File: src/rtl/rhythm_step_sequencer.sv
// Step sequencer driven by the divided tick clock: detects tick rising edges,
// walks a programmable on/off pattern and produces beat, bar, note-on and gate outputs.
module rhythm_step_sequencer #(
    parameter int STEPS    = 16,
    parameter int IDX_W    = 4,
    parameter int GATE_LEN = 8,
    parameter int GATE_W   = 8
) (
    input  logic             reference_clk,
    input  logic             reset,
    input  logic             clk_div,
    input  logic             run,
    input  logic             load,
    input  logic [STEPS-1:0] pattern,
    output logic [IDX_W-1:0] step_idx,
    output logic             beat,
    output logic             bar_start,
    output logic             note_on,
    output logic             gate,
    output logic             playing
);

    typedef enum logic [1:0] {
        ST_IDLE  = 2'd0,
        ST_ARMED = 2'd1,
        ST_RUN   = 2'd2
    } state_t;

    localparam logic [IDX_W-1:0]  LAST_STEP = IDX_W'(STEPS - 1);
    localparam logic [GATE_W-1:0] GATE_LOAD = GATE_W'(GATE_LEN);

    state_t state_reg;
    state_t state_next;

    logic             clk_div_s_reg;
    logic             clk_div_q_reg;
    logic [1:0]       prime_reg;
    logic             tick;

    logic [STEPS-1:0] pending_reg;
    logic [STEPS-1:0] active_reg;
    logic [STEPS-1:0] active_next;
    logic [STEPS-1:0] next_pat;

    logic [IDX_W-1:0] step_idx_reg;
    logic [IDX_W-1:0] step_idx_next;
    logic [IDX_W-1:0] step_inc;
    logic             wrap;
    logic [STEPS-1:0] step_sel;
    logic             active_bit;

    logic             beat_reg;
    logic             beat_next;
    logic             bar_start_reg;
    logic             bar_start_next;
    logic             note_on_reg;
    logic             note_on_next;
    logic [GATE_W-1:0] gate_cnt_reg;
    logic [GATE_W-1:0] gate_cnt_next;
    logic             gate_reg;
    logic             gate_next;
    logic             playing_reg;
    logic             playing_next;

    // clk_div is sampled once before edge detection; prime_reg masks the false
    // edge that the cleared sample registers would otherwise show after reset.
    always_ff @(posedge reference_clk or posedge reset) begin
        if (reset) begin
            clk_div_s_reg <= 1'b0;
            clk_div_q_reg <= 1'b0;
            prime_reg     <= 2'b00;
        end else begin
            clk_div_s_reg <= clk_div;
            clk_div_q_reg <= clk_div_s_reg;
            prime_reg     <= {prime_reg[0], 1'b1};
        end
    end

    assign tick     = clk_div_s_reg & ~clk_div_q_reg & prime_reg[1];
    assign next_pat = load ? pattern : pending_reg;

    assign wrap     = (step_idx_reg == LAST_STEP);
    assign step_inc = wrap ? '0 : step_idx_reg + IDX_W'(1);

    generate
        for (genvar gi = 0; gi < STEPS; gi++) begin : g_step_sel
            assign step_sel[gi] = active_reg[gi] && (step_inc == IDX_W'(gi));
        end
    endgenerate

    assign active_bit = |step_sel;

    always_ff @(posedge reference_clk or posedge reset) begin
        if (reset) begin
            state_reg <= ST_IDLE;
        end else begin
            state_reg <= state_next;
        end
    end

    always_comb begin
        state_next = state_reg;
        if (!run) begin
            state_next = ST_IDLE;
        end else begin
            case (state_reg)
                ST_IDLE:  state_next = ST_ARMED;
                ST_ARMED: if (tick) state_next = ST_RUN;
                ST_RUN:   state_next = ST_RUN;
                default:  state_next = ST_IDLE;
            endcase
        end
    end

    always_comb begin
        step_idx_next  = step_idx_reg;
        beat_next      = 1'b0;
        bar_start_next = 1'b0;
        note_on_next   = 1'b0;
        active_next    = active_reg;
        gate_cnt_next  = gate_cnt_reg;

        if (state_reg == ST_IDLE) begin
            active_next = next_pat;
        end

        if (!run) begin
            step_idx_next = '0;
        end else begin
            case (state_reg)
                ST_ARMED: begin
                    if (tick) begin
                        step_idx_next  = '0;
                        beat_next      = 1'b1;
                        bar_start_next = 1'b1;
                        note_on_next   = next_pat[0];
                        active_next    = next_pat;
                    end
                end
                ST_RUN: begin
                    if (tick) begin
                        beat_next     = 1'b1;
                        step_idx_next = step_inc;
                        // A newly loaded pattern only takes effect on entry to step 0.
                        if (wrap) begin
                            bar_start_next = 1'b1;
                            note_on_next   = next_pat[0];
                            active_next    = next_pat;
                        end else begin
                            note_on_next = active_bit;
                        end
                    end
                end
                default: ;
            endcase
        end

        if (!run) begin
            gate_cnt_next = '0;
        end else if (note_on_next) begin
            gate_cnt_next = GATE_LOAD;
        end else if (gate_cnt_reg != '0) begin
            gate_cnt_next = gate_cnt_reg - GATE_W'(1);
        end

        gate_next    = (gate_cnt_next != '0);
        playing_next = (state_next == ST_RUN);
    end

    always_ff @(posedge reference_clk or posedge reset) begin
        if (reset) begin
            pending_reg   <= '0;
            active_reg    <= '0;
            step_idx_reg  <= '0;
            beat_reg      <= 1'b0;
            bar_start_reg <= 1'b0;
            note_on_reg   <= 1'b0;
            gate_cnt_reg  <= '0;
            gate_reg      <= 1'b0;
            playing_reg   <= 1'b0;
        end else begin
            if (load) begin
                pending_reg <= pattern;
            end
            active_reg    <= active_next;
            step_idx_reg  <= step_idx_next;
            beat_reg      <= beat_next;
            bar_start_reg <= bar_start_next;
            note_on_reg   <= note_on_next;
            gate_cnt_reg  <= gate_cnt_next;
            gate_reg      <= gate_next;
            playing_reg   <= playing_next;
        end
    end

    assign step_idx  = step_idx_reg;
    assign beat      = beat_reg;
    assign bar_start = bar_start_reg;
    assign note_on   = note_on_reg;
    assign gate      = gate_reg;
    assign playing   = playing_reg;

endmodule
File: config.mk
export PLATFORM = sky130hd
export DESIGN_NAME = rhythm_step_sequencer
export DESIGN_NICKNAME = d
export VERILOG_FILES = /design/src/rtl/rhythm_step_sequencer.sv
export SDC_FILE = /design/constraint.sdc
export NUM_CORES = 1
export LEC_CHECK = 0
export CAP_MARGIN = 20
export CORE_AREA = 2 2 69 137
export CTS_CLUSTER_DIAMETER = 100
export DETAILED_ROUTE_END_ITERATION = 8
export DIE_AREA = 0 0 71 139
export PLACE_DENSITY_LB_ADDON = 0.2
export SYNTH_ARGS = -nofsm -noshare
export SYNTH_HDL_FRONTEND = slang
export SYNTH_SLANG_ARGS = --single-unit
File: constraint.sdc
create_clock -name reference_clk -period 2.54 [get_ports reference_clk]
set_input_delay 0.508 -clock reference_clk [delete_from_list [all_inputs] [get_ports reference_clk]]
set_output_delay 0.508 -clock reference_clk [all_outputs]
set_load 0.02 [all_outputs]
# After elaboration in Yosys (flattened, before gate mapping)
# Cells that the tools add are included.
# word_totals
input_bits,21
wordCells,93
output_inout_bits,9
ff_bits,55
# classes
reduce_logical,23
eq_ne,22
n_bitwise,3
n_mux,30
add_sub_neg,2
# ops
cell,n
$mux W16,6
$eq A4 B4 Y1 const B,9
$pmux W16 S2,1
$mux W8,3
$eq A4 B3 Y1 const B,4
$logic_and A1 B1 Y1,16
$mux W4,4
$reduce_bool A8 Y1,2
$reduce_or A16 Y1,1
$mux W1,10
$eq A4 B2 Y1 const B,2
$pmux W4 S2,1
$sub A8 B1 Y8 const B,1
$ne A3 B3 Y1 const B,2
$pmux W2 S3,1
$add A4 B1 Y4 const B,1
$eq A2 B2 Y1 const B,2
$eq A4 B1 Y1 const B,1
$logic_not A4 Y1,1
$mux W2,2
$pmux W1 S2,2
$ne A3 B1 Y1 const B,1
$reduce_and A3 Y1,1
$and A1 B1 Y1,2
4 further kinds,4

# Logic depth before layout (Yosys ltp)
# depth
depth_word,12
mapped_depth,8

# Least setup slack after synthesis
# OpenSTA, ideal clock, no wires.
# synth_path
kind,flip-flop to flip-flop
start,"register step_idx_reg[0], in the netlist step_idx[0]"
end,"register gate_reg, in the netlist gate"
setup_time_ns,0.118
stages_incl_launch_ff,8
t_arrival_ns,1.819
path_buffers,0
t_required_ns,2.422
slack_ns,0.603
cell_sequence,dfrtp_1 -> inv_1 -> ha_1 -> a222oi_1 -> nand4_1 -> a22oi_2 -> a311oi_4 -> a21o_1
# synth_between
elab_chain_cells,12
word_cells_on_any_way,43
cone_classes,add/sub (1); eq/ne (16); mux (7); reduce/logical (19)
# synth_rtl
element,line,text
start: declaration,45,logic [IDX_W-1:0] step_idx_reg;
start signal: assignment,186,step_idx_reg <= step_idx_next;
$add A4 B1 Y4 / $eq A4 B4 Y1 (equally long branches),"83, 82",
$mux W4,83,assign step_inc = wrap ? '0 : step_idx_reg + IDX_W'(1);
$eq A4 B1 Y1 (tied with other cells),87,assign step_sel[gi] = active_reg[gi] && (step_inc == IDX_W'(gi));
$logic_and A1 B1 Y1,87,
$reduce_or A16 Y1,91,assign active_bit = |step_sel;
$mux W1 *,145,if (wrap) begin
$mux W1 *,141,if (tick) begin
$pmux W1 S2 *,130,case (state_reg)
$mux W1 *,127,if (!run) begin
via note_on_next,57,logic note_on_next;
$mux W8 *,160,end else if (note_on_next) begin
$mux W8 *,158,if (!run) begin
$reduce_bool A8 Y1 *,166,gate_next = (gate_cnt_next != '0);
via gate_next,61,logic gate_next;
end signal: assignment,191,gate_reg <= gate_next;
end: declaration,60,logic gate_reg;
# The timed path passes the listed nets; every way through them passes the cells marked *.
# A chain may end at the register's enable or synchronous reset.

# Worst setup path in the final report
# Same ends and word-level chain as after synthesis.

==> reports/metrics.json <==
{
  "timing.final.crit_share": {"value": 0.8469},
  "die_x": {"value": 71, "unit": "µm"},
  "timing.critical_path.from": {"value": "step_idx[0]$_DFFE_PP0P_"},
  "cts_max_path_buffers": {"value": 2},
  "post_synth_fa_ha_maj_area_fraction": {"value": 0.05327},
  "synth_mux_area_frac": {"value": 0.07361},
  "rr_worst_depth": {"value": 7},
  "ant_nets": {"value": 0},
  "class_of_the_worst_hold_path": {"value": "reg2reg"},
  "totalPowerFinal": {"value": 2.628, "unit": "mW"},
  "floorplan.initialDensity": {"value": 0.2906},
  "highest_ir_drop_seen_on_vdd": {"value": 0.0003706, "unit": "V"},
  "tritoncts.num_buffers": {"value": 5},
  "wire_length_of_the_first_global_routing_pass": {"value": 9239, "unit": "µm"},
  "number_of_buffers_added_for_setup_after_cts": {"value": 0},
  "synth_xor_area_frac": {"value": 0.02712},
  "yosys-top-cells-area": {"value": "sky130_fd_sc_hd__dfrtp_1, sky130_fd_sc_hd__mux2_2, sky130_fd_sc_hd__a22o_1, sky130_fd_sc_hd__ha_1, sky130_fd_sc_hd__nand2_1"},
  "worst-r2r-setup-slack": {"value": 0.39, "unit": "ns"},
  "yosys_warnings": {"value": 0},
  "clkSlewWorstSetupHoldPaths": {"value": 0.07, "unit": "ns"},
  "final_weighted_congestion_in_routability_driven_placement": {"value": 0.8328},
  "layout-area-overhead-vs-synth": {"value": 22.62, "unit": "%"},
  "first_global_vias": {"value": 1796},
  "most_used_standard_cell_by_instance_count_after_synthesis": {"value": "sky130_fd_sc_hd__dfrtp_1"},
  "grt_use_total": {"value": 0.1178},
  "timing.critical_path.slowest_stage_cell": {"value": "sky130_fd_sc_hd__dfrtp_1"},
  "final_layout_size_suffix_gt1_frac": {"value": 0.1423},
  "synth.ff_latch_count": {"value": 55},
  "insertedDiodeCount": {"value": 0},
  "rows": {"value": 49},
  "max_clock_freq": {"value": 464.9, "unit": "MHz"},
  "worstPathMaxFanout": {"value": 10},
  "met2RoutedLength": {"value": 3012, "unit": "µm"},
  "cp.buffers_inverters": {"value": 1},
  "end_kind": {"value": "flip-flop"},
  "total_leakage_power": {"value": 1.366, "unit": "nW"},
  "area_fraction_in_and_or_nand_and_nor_cells_after_synthesis": {"value": 0.1157},
  "cts.repair.resized": {"value": 0},
  "postSynth.asyncResetShare": {"value": 1.000},
  "io_pins": {"value": 30},
  "max_slew.worst_pin.slew": {"value": 0.8016, "unit": "ns"},
  "cap_violations": {"value": 0},
  "post_cts_hold_buffer_count": {"value": 0},
  "drt-pass1-iter-count": {"value": 4},
  "relSlewSlack": {"value": 0.4639},
  "synth_cells": {"value": 214},
  "wirelength": {"value": 5362, "unit": "µm"},
  "netlist_area_before_placement": {"value": 0.002584, "unit": "mm²"},
  "maximum_number_of_pins_on_one_net_before_global_route_repair": {"value": 35},
  "root_buffer": {"value": "sky130_fd_sc_hd__clkbuf_16"},
  "postSynthNetCount": {"value": 246},
  "grt_antenna_before_repair": {"value": 0},
  "die_area": {"value": 0.009869, "unit": "mm²"},
  "dp_hpwl": {"value": 4033, "unit": "µm"},
  "critical_path_class": {"value": "reg2reg"},
  "synth_top_family_by_area": {"value": "compound AO/OA/AOI/OAI gates"},
  "finClkSkew": {"value": 0.008217, "unit": "ns"},
  "cp-start-kind": {"value": "flip-flop"},
  "detail_route.wirelength.met1": {"value": 2060, "unit": "µm"},
  "worstSetupEndpoint": {"value": "gate$_DFF_PP0_"},
  "dieHeight": {"value": 139, "unit": "µm"},
  "final-max-slew-violation-count": {"value": 0},
  "met3RoutedLength": {"value": 165, "unit": "µm"},
  "critical_path.max_stage_delay": {"value": 0.54, "unit": "ns"},
  "seq_area_frac_synth": {"value": 0.5327},
  "timing.critical_path.cells": {"value": "inv_1 > ha_1 > a222oi_1 > nand4_1 > a22oi_2 > a311oi_4 > a21o_1"},
  "clock_insertion_delay_worst_skew": {"value": 0.29, "unit": "ns"},
  "dr_vias": {"value": 1737},
  "complex_gate_fraction_of_the_synthesized_area": {"value": 0.1608},
  "number_of_cells_on_the_critical_path": {"value": 7},
  "timing.rr.end": {"value": "gate$_DFF_PP0_"},
  "final_nets": {"value": 277},
  "netlist-cell-type-count": {"value": 50},
  "drt_drc_violations_left": {"value": 0},
  "cts_tree": {"value": "yes"},
  "netlist_top_cells_count": {"value": "sky130_fd_sc_hd__dfrtp_1, sky130_fd_sc_hd__a22o_1, sky130_fd_sc_hd__mux2_2"},
  "hold_viol_final": {"value": 0},
  "cp_top_family": {"value": "compound AO/OA/AOI/OAI gates"},
  "cp_data_arrival_time": {"value": 2.34, "unit": "ns"},
  "power_density": {"value": 829.7, "unit": "mW/mm²"},
  "syn-mean-instance-area": {"value": 12.07, "unit": "µm²"},
  "critPathRequiredTime": {"value": 2.73, "unit": "ns"},
  "totalNegativeSetupSlack": {"value": 0, "unit": "ns"},
  "detailedRoute.firstIterationViolations": {"value": 120},
  "dr.max_layer_used": {"value": "met4"},
  "setup_violations": {"value": 0},
  "ys.flop_type": {"value": "sky130_fd_sc_hd__dfrtp_1"},
  "outcome": {"value": "finished, final reports clean"},
  "layout_min_cycle_time": {"value": 2.151, "unit": "ns"},
  "overflow": {"value": 0},
  "i_o_buffers": {"value": 29},
  "fraction_of_synthesized_cell_area_taken_by_the_top_area_cell_type": {"value": 0.5327},
  "post_drt_via_cell_ratio": {"value": 4.991},
  "rsz0062_at_grt": {"value": "false"},
  "cts.sink_count": {"value": 55},
  "r2r_start": {"value": "step_idx[0]$_DFFE_PP0P_"},
  "detail_route.wl_per_cell": {"value": 15.41, "unit": "µm"},
  "h_tree_levels": {"value": 2},
  "synth_top_area_cell": {"value": "sky130_fd_sc_hd__dfrtp_1"},
  "core_area": {"value": 0.008890, "unit": "mm²"},
  "number_of_enable_type_register_cells_in_the_synthesized_netlist": {"value": 0}
}
-- layer usage --
layer / vias up / track usage
met5: - / 0
met4: 0 / 0.04866
met3: 7 / 0.02398
met2: 30 / 0.2081
met1: 873 / 0.1353
li1: 827 / -
-- area by class of cell --
type | count | area, µm²
fill | 893 | 5722
timing repair buffer | 32 | 325.3
tap | 102 | 127.6
inverter | 9 | 33.78
clock inverter | 2 | 60.06
clock buffer | 6 | 128.9
multi-input combinational | 142 | 1116
sequential | 55 | 1376
-- kinds of logic after synthesis --
family	after synthesis
AND/OR/NAND/NOR	56
XOR/XNOR	8
other	1
multiplexers	17
AO/OA/AOI/OAI	49
buffers and inverters	17
flip-flops	55
adder cells (fa/ha/maj)	11
-- cell usage in the layout, fill, tap and decap left out, types with 2 or more instances in the layout --
cell / count
sky130_fd_sc_hd__nand2_1: 13
sky130_fd_sc_hd__clkdlybuf4s50_1: 29
sky130_fd_sc_hd__clkbuf_16: 5
sky130_fd_sc_hd__and3_1: 2
sky130_fd_sc_hd__inv_2: 2
sky130_fd_sc_hd__a21o_1: 3
sky130_fd_sc_hd__bufinv_16: 2
sky130_fd_sc_hd__mux2_2: 16
sky130_fd_sc_hd__a222oi_1: 2
sky130_fd_sc_hd__nor3_1: 6
sky130_fd_sc_hd__nand4_1: 3
sky130_fd_sc_hd__nor2_1: 10
sky130_fd_sc_hd__ha_1: 11
sky130_fd_sc_hd__a31oi_1: 2
sky130_fd_sc_hd__buf_4: 2
sky130_fd_sc_hd__a22o_1: 16
sky130_fd_sc_hd__xnor2_1: 5
sky130_fd_sc_hd__nor4_1: 2
sky130_fd_sc_hd__and2_1: 2
sky130_fd_sc_hd__inv_1: 7
sky130_fd_sc_hd__o21ai_1: 3
sky130_fd_sc_hd__nand3_1: 7
sky130_fd_sc_hd__a21oi_1: 2
sky130_fd_sc_hd__a22oi_1: 4
sky130_fd_sc_hd__xor2_1: 3
sky130_fd_sc_hd__nor2b_1: 2
sky130_fd_sc_hd__nor3b_1: 2
sky130_fd_sc_hd__o21ai_0: 4
sky130_fd_sc_hd__dfrtp_1: 55
-- worst min path at each step --
stage	endpoint	slack, ns	cells after the start	start
floorplan	prime_reg[1]$_DFF_PP0_	0.33	0	prime_reg[0]$_DFF_PP0_
detailed placement	prime_reg[1]$_DFF_PP0_	0.34	0	prime_reg[0]$_DFF_PP0_
finish	prime_reg[1]$_DFF_PP0_	0.35	0	prime_reg[0]$_DFF_PP0_
CTS	prime_reg[1]$_DFF_PP0_	0.36	0	prime_reg[0]$_DFF_PP0_
global placement	prime_reg[1]$_DFF_PP0_	0.33	0	prime_reg[0]$_DFF_PP0_
global route	prime_reg[1]$_DFF_PP0_	0.37	0	prime_reg[0]$_DFF_PP0_
-- where the power goes --
part           internal, mW  switching (mW)  leakage [nW]
logic                 0.300           0.331         0.583
clock network         0.565           0.301        0.0911
registers              1.02           0.112         0.692
-- per-stage QoR --
stage | util | cells | hold WS, ns | worst slack [ns] | instance area [µm²]
2_1_floorplan | - | 214 | 0.3312 | 0.6025 | 2584
3_3_place_gp | 0.3351 | 340 | 0.3322 | 0.3859 | 2979
5_1_grt | 0.3564 | 348 | 0.3694 | 0.1669 | 3168
4_1_cts | 0.3564 | 348 | 0.3556 | 0.3582 | 3168
6_report | 0.3564 | 348 | 0.3524 | 0.3890 | 3168
3_5_place_dp | 0.3351 | 340 | 0.3385 | 0.3689 | 2979
No activity file was read; power rests on OpenSTA's default activity.
